--- src/rtl/blink_monitor.sv ---
// blink_monitor: measures the spacing of led transitions against the blinker's
// half-period 2**CBITS, locks after LOCK_CNT in-window intervals, and latches
// a sticky error when a locked blink drifts out of window or stops.
module blink_monitor #(
  parameter int CBITS    = 9,
  parameter int TOL      = 0,
  parameter int LOCK_CNT = 2
) (
  input  logic             clk,
  input  logic             rst,
  input  logic             led,
  output logic             locked,
  output logic             err,
  output logic             edge_det,
  output logic [CBITS+1:0] period
);

  // Two spare bits keep HALF+TOL+1 and the saturated count free of overflow.
  localparam int W  = CBITS + 2;
  localparam int GW = $clog2(LOCK_CNT + 1);

  localparam logic [W-1:0] HALF = W'(1) << CBITS;
  localparam logic [W-1:0] LO   = HALF - W'(TOL);
  localparam logic [W-1:0] HI   = HALF + W'(TOL);
  localparam logic [W-1:0] TMO  = HI + W'(1);

  typedef enum logic [1:0] {
    S_IDLE   = 2'd0,
    S_SYNC   = 2'd1,
    S_LOCKED = 2'd2,
    S_ERR    = 2'd3
  } state_t;

  state_t         state;
  state_t         state_nxt;
  logic [GW-1:0]  good;
  logic [GW-1:0]  good_nxt;
  logic           led_q;
  logic           vld;
  logic [W-1:0]   ival;
  logic           tgl;
  logic           in_win;
  logic           timeout;

  // An edge needs one prior sample, so the first sample after reset is silent.
  assign tgl     = vld && (led != led_q);
  assign in_win  = (ival >= LO) && (ival <= HI);
  // An edge landing on the timeout cycle is judged as an out-of-window edge.
  assign timeout = !tgl && (ival == TMO);

  // Previous led sample and detector arming.
  always_ff @(posedge clk) begin
    if (rst) begin
      vld   <= 1'b0;
      led_q <= 1'b0;
    end else begin
      vld   <= 1'b1;
      led_q <= led;
    end
  end

  // Interval counter: restarts at 1 on each edge, holds at all-ones instead of wrapping.
  always_ff @(posedge clk) begin
    if (rst) begin
      ival <= '0;
    end else if (tgl) begin
      ival <= W'(1);
    end else if (ival != '1) begin
      ival <= ival + W'(1);
    end
  end

  // Lock/verify decision for the current cycle.
  always_comb begin
    state_nxt = state;
    good_nxt  = good;
    case (state)
      S_IDLE: begin
        if (tgl) begin
          state_nxt = S_SYNC;
          good_nxt  = '0;
        end
      end
      S_SYNC: begin
        if (tgl) begin
          if (in_win) begin
            good_nxt = good + GW'(1);
            if (good + GW'(1) == GW'(LOCK_CNT)) begin
              state_nxt = S_LOCKED;
            end
          end else begin
            good_nxt = '0;
          end
        end else if (timeout) begin
          good_nxt = '0;
        end
      end
      S_LOCKED: begin
        if ((tgl && !in_win) || timeout) begin
          state_nxt = S_ERR;
        end
      end
      S_ERR: begin
        state_nxt = S_ERR;
      end
      default: begin
        state_nxt = S_IDLE;
        good_nxt  = '0;
      end
    endcase
  end

  // State register and registered outputs, all decided from this cycle's sample.
  always_ff @(posedge clk) begin
    if (rst) begin
      state    <= S_IDLE;
      good     <= '0;
      locked   <= 1'b0;
      err      <= 1'b0;
      edge_det <= 1'b0;
      period   <= '0;
    end else begin
      state    <= state_nxt;
      good     <= good_nxt;
      locked   <= (state_nxt == S_LOCKED);
      err      <= (state_nxt == S_ERR);
      edge_det <= tgl;
      if (tgl && (state != S_IDLE)) begin
        period <= ival;
      end
    end
  end

endmodule

--- config.mk ---
export PLATFORM = sky130hd
export DESIGN_NAME = blink_monitor
export DESIGN_NICKNAME = d
export VERILOG_FILES = /design/src/rtl/blink_monitor.sv
export SDC_FILE = /design/constraint.sdc
export NUM_CORES = 1
export LEC_CHECK = 0
export BUFFER_PORTS_ARGS = -buffer_cell sky130_fd_sc_hd__buf_2
export CORE_AREA = 2 2 52 54
export CTS_BUF_LIST = sky130_fd_sc_hd__clkbuf_4 sky130_fd_sc_hd__clkbuf_8
export DETAILED_ROUTE_END_ITERATION = 8
export DIE_AREA = 0 0 54 56
export GPL_ROUTABILITY_DRIVEN = 0
export PLACE_DENSITY = 0.78
export SKIP_LAST_GASP = 1
export SYNTH_ARGS = -nofsm -noshare
export SYNTH_HDL_FRONTEND = slang
export SYNTH_SLANG_ARGS = --single-unit
--- constraint.sdc ---
create_clock -name clk -period 1.65 [get_ports clk]
set_input_delay 0.0825 -clock clk [delete_from_list [all_inputs] [get_ports clk]]
set_output_delay 0.0825 -clock clk [all_outputs]
set_load 0.03 [all_outputs]
# Word level (Yosys, flattened, before mapping)
# Index checks and enable logic that the tools add are counted.
[totals] reg_bits=31 latchBits=0 ramBits=0 romBits=0 output_inout_bits=14 elab_cells=53 n_memories=0
[classes] addsub=2 multipliers=0 div=0 magnitude_cmp=2 eq_ne=11 shifts=0 n_mux=14 bitwise=0 reduce_logical=14
[op_table] op="2-bit two-way mux" count=9
[op_table] op="11-bit by 1-bit adder with 11-bit output, second input constant" count=1
[op_table] op="11-bit by 10-bit equality test with 1-bit output, second input constant" count=1
[op_table] op="11-bit by 10-bit greater-or-equal comparator with 1-bit output, second input constant" count=1
[op_table] op="11-bit by 10-bit less-or-equal comparator with 1-bit output, second input constant" count=1
[op_table] op="11-bit inequality test, second input constant" count=1
[op_table] op="2-bit equality test, second input constant" count=5
[op_table] op="2-bit case mux with 4 select lines" count=1
[op_table] op="2-bit nonzero test" count=3
[op_table] op="1-bit logical AND" count=5
[op_table] op="2-bit case mux with 2 select lines" count=1
[op_table] op="1-bit two-way mux" count=3
[op_table] op="3-bit inequality test, second input constant" count=1
[op_table] op="3-bit AND reduction" count=1
[op_table] op="2-bit by 1-bit adder with 2-bit output, second input constant" count=1
[op_table] op="2-bit by 1-bit equality test with 1-bit output, second input constant" count=1
[op_table] op="1-bit zero test" count=2
[op_table] op="2-bit zero test" count=1
[op_table] op="2-bit inequality test, second input constant" count=1
[op_table] op="2-bit OR reduction" count=1
[op_table] op="1-bit logical OR" count=1
[op_table] op="1-bit inequality test" count=1

# Depth between registers and ports, before layout
[depth] depth_word=8 mapped_depth=6 ltp_nobuf=5

# Least setup slack after synthesis
# Ideal clock, no wire load.
[synth_timing] path_kind="register -> register" start="reg ival[3]" end="reg good[1]" t_arrival_ns=1.355 setup_slack_ns=0.194 stages_incl_launch_ff=6 path_buffers=1 period_less_slack_ns=1.456 cell_sequence="dfxtp_1 -> buf_6 -> nor4_4 -> nand3_2 -> or2_1 -> o41ai_1"
[synth_between] elab_chain_cells=5 word_cells_on_any_way=10
[synth_lines] item="start, declared" line_no="40" rtl="logic [W-1:0] ival;"
[synth_lines] item="start signal, assigned" line_no="69" rtl="ival <= ival + W'(1);"
[synth_lines] item="11-bit by 10-bit greater-or-equal comparator with 1-bit output / 11-bit by 10-bit less-or-equal comparator with 1-bit output (equally long branches)" line_no="47" rtl="assign in_win = (ival >= LO) && (ival <= HI);"
[synth_lines] item="1-bit logical AND" line_no="47"
[synth_lines] item="2-bit two-way mux" line_no="86" rtl="if (in_win) begin"
[synth_lines] item="2-bit two-way mux" line_no="85" rtl="if (tgl) begin"
[synth_lines] item="2-bit case mux with 2 select lines" line_no="77" rtl="case (state)"
[synth_lines] item="end signal, assigned" line_no="124" rtl="good <= good_nxt;"
[synth_lines] item="end, declared" line_no="36" rtl="logic [GW-1:0] good;"
# Parallel ways exist; a longest one is shown, timed or not.
# A chain may end at the register's enable or synchronous reset.

# Final worst setup path
[layout_timing] start="reg ival[6]" end="reg good[1]"
# The elaborated chain is that of the path after synthesis.

==> out/summary.txt <==
CTS tree = done
data required time of the worst path = 1.89 ns
# setup viols final = 0
hold_sp = rst
CTS Buffer Depth = 2
height of the die = 56 µm
top cell type's share of synthesized area = 0.450
setup bufs post-CTS = 0
kind of critical path = flip-flop to flip-flop
Clock power frac = 0.341
Synth Net Count = 155
routed vias = 1186
Routed WL per cell = 13.6 µm
crit-path max FO = 6
Netlist cell types = 38
pin count of the biggest net entering global routing = 22
H-Tree Depth = 2
Slew Limit Headroom = 0.730
Startpoint Class = flip-flop
post-synthesis compound-gate area fraction = 0.135
f_max = 0.634 GHz
die area = 3020 µm²
final cell area excluding filler cells = 1620 µm²
IO Count = 17
Slew @ Worst Pin = 0.401 ns
Initial Util = 0.567
initial antenna violation count = 0
Rows = 18
Worst-path clk slew = 0.09 ns
Sw Pwr = 318 µW
Die X = 54 µm
core area = 2430 µm²
number of port buffers = 16
Sw Share = 0.243
XOR/XNOR share of the synthesized area = 0.0190
kind of end point of the critical path = flip-flop
Internal Power = 992 µW
total power = 1310 µW
Vias/cell = 5.79
# clock sinks = 31
CP startpoint = ival[6]
fin. max-slew vios = 0
syn avg cell area = 9.32 µm²
sequential power share = 0.588
Synth Area in Simple Gates = 0.233
Cell Area, Placed = 1520 µm²
share of cells above drive strength 1 = 0.240
mux share of post-synthesis cell area = 0.0870
RSZ-0062 raised after global routing = false
area grow syn2layout = 17.2%
P per Cell Area = 810 nW/µm²
number of synthesized flops with an enable pin = 0
total track usage = 0.205
worst-path cell with the longest stage delay = dfxtp_1
CTS Root Cell = clkbuf_4
arrival time at the worst endpoint = 1.82 ns
worst skew pair latency = 0.33 ns
max capacitance violation total = 0
Synth area leaders = dfxtp_1 (45%), mux2i_1 (8.7%), nor2_1 (4.9%)
ANT nets after route = 0
first-pass GRT wire length = 4.62 mm
Largest delay share family, worst path = simple AND/OR/NAND/NOR gates
fillers = 212
adder-cell share of the synthesized area = 0.0363
minimum clock period = 1.58 ns
Hold/Removal Path Class = input port to flip-flop
nets = 181
total negative slack = 0 ns
hpwl dp = 1.99 mm
CP Buf/Inv Count = 0
ys async rst share = 0
Synth area leader = dfxtp_1
Seq/Total Area, Yosys = 0.450
TritonCTS buffer count = 5
Leak = 0.000709 µW
slowest stage delay, CP = 0.38 ns
length of the first detailed-routing pass in iterations = 4
Hold Slack = 0.150 ns
most common flop cell mapped by yosys = dfxtp_1
status = completed
GRT overflow = 0
largest family of logic cells by synthesized area = simple AND/OR/NAND/NOR gates
vias in the first global route = 1077
synth warn = 0
Mapped Cells = 148
maximum VDD drop = 0.784 mV
final WL = 2.78 mm
synthesized area = 1380 µm²
Synth Register Bits = 31
crit path cell chain = nor4_4, nand3_2, or2_1, o41ai_2
Final period util = 0.956
initial DRC count = 22
Clock Skews = 0.00629 ns
worst reg2reg path startpoint = ival[6]
final hold violations = 0
# diodes = 0
Comb pwr share = 0.071
# DRC = 0
==> power by group through the flow <==
stage | Clock (µW) | Combinational, µW | Sequential [µW]
3_5_place_dp | 0 | 88.3 | 787
4_1_cts | 454 | 90.9 | 769
3_3_place_gp | 0 | 86.7 | 786
5_1_grt | 487 | 102 | 773
6_report | 447 | 93.0 | 771
2_1_floorplan | 0 | 55.9 | 789
==> worst register-to-register path: cells and delay by family, from the launching register on <==
kind               cells  cell delay, ns
and+or+nand+nor        3            0.82
DFF                    1            0.38
AOI/OAI and AO/OA      1            0.28
==> synthesized netlist by cell type, types with 2 or more instances <==
library cell   n
a21oi_1        5
a31oi_1        2
buf_2          2
clkbuf_1       2
dfxtp_1       31
ha_1           4
inv_1          7
mux2i_1       12
nand2_1        8
nand3_1        8
nand4_1        3
nor2_1        18
nor3_1         4
nor4_1         3
o211ai_1       3
o21a_1         3
o21ai_0        5
o22ai_1        2
o41ai_1        2
or3_1          5
xor2_1         2
==> routing by layer <==
metal,GRT usage,vias up,wire length (µm)
li1,-,590,-
met1,0.267,554,1300
met2,0.307,35,1280
met3,0.0726,7,157
met4,0.0786,0,48
met5,0,-,0
==> cell usage in the layout (no fill, tap or decap), types with 2 or more instances in the layout <==
master	n
a21oi_1	5
dfxtp_1	30
o41ai_2	2
nand2_1	8
nand4_1	3
buf_2	16
o22ai_1	2
o21a_1	3
o211ai_1	3
nor2_1	18
buf_4	7
ha_1	4
nand3_1	8
o21ai_0	5
nor4_1	3
clkbuf_4	7
nor3_1	3
inv_1	7
a31oi_1	2
mux2i_1	12
or3_1	5
==> final timing paths <==
kind                            slack (ns)        end  cells past startpoint
worst max register to register        0.07    good[1]                      4
worst max-delay path                  0.07    good[1]                      4
worst min register to register        0.49  period[4]                      2
worst min-delay path                  0.15  period[0]                      2
==> through the flow <==
stage               utilization  setup slack (ns)  instances
floorplan                     -             0.194        148
global placement          0.626             0.135        196
detailed placement        0.626            0.0585        196
CTS                       0.653            0.0356        205
global route              0.665           0.00159        205
finish                    0.665            0.0729        205
==> kinds of logic (layout without fill, tap and decap cells) <==
group / count (synthesis) / in the layout
compound gates: 27 / 27
xor+xnor: 3 / 3
fa+ha+maj: 4 / 4
buf+inv: 12 / 39
flops: 31 / 31
mux: 12 / 12
simple gates: 59 / 59
==> layout make-up <==
type                    instances  area, µm²  share of cell area
well taps                      30       37.5              0.0232
repair buffers                 24        143              0.0882
multi-input cells             105        732               0.452
clock inverters                 1       5.00             0.00309
clock buffers                   7       52.6              0.0325
flip-flops and latches         31        622               0.384
inverters                       7       26.3              0.0162
==> timing repair <==
item | 4_1_cts | 5_1_grt
hold buffers | 1 | 0
setup endpoints to repair | 0 | 10
hold endpoints to repair | 1 | 0
gates resized for setup | 0 | 5
==> sequential cells by signal (all words and copies together) (netlist names) <==
name      cells
ival         11
locked        1
edge_det      1
vld           1
good          2
period       11
state         2
led_q         1
err           1
No activity file was read; power rests on OpenSTA's default activity.
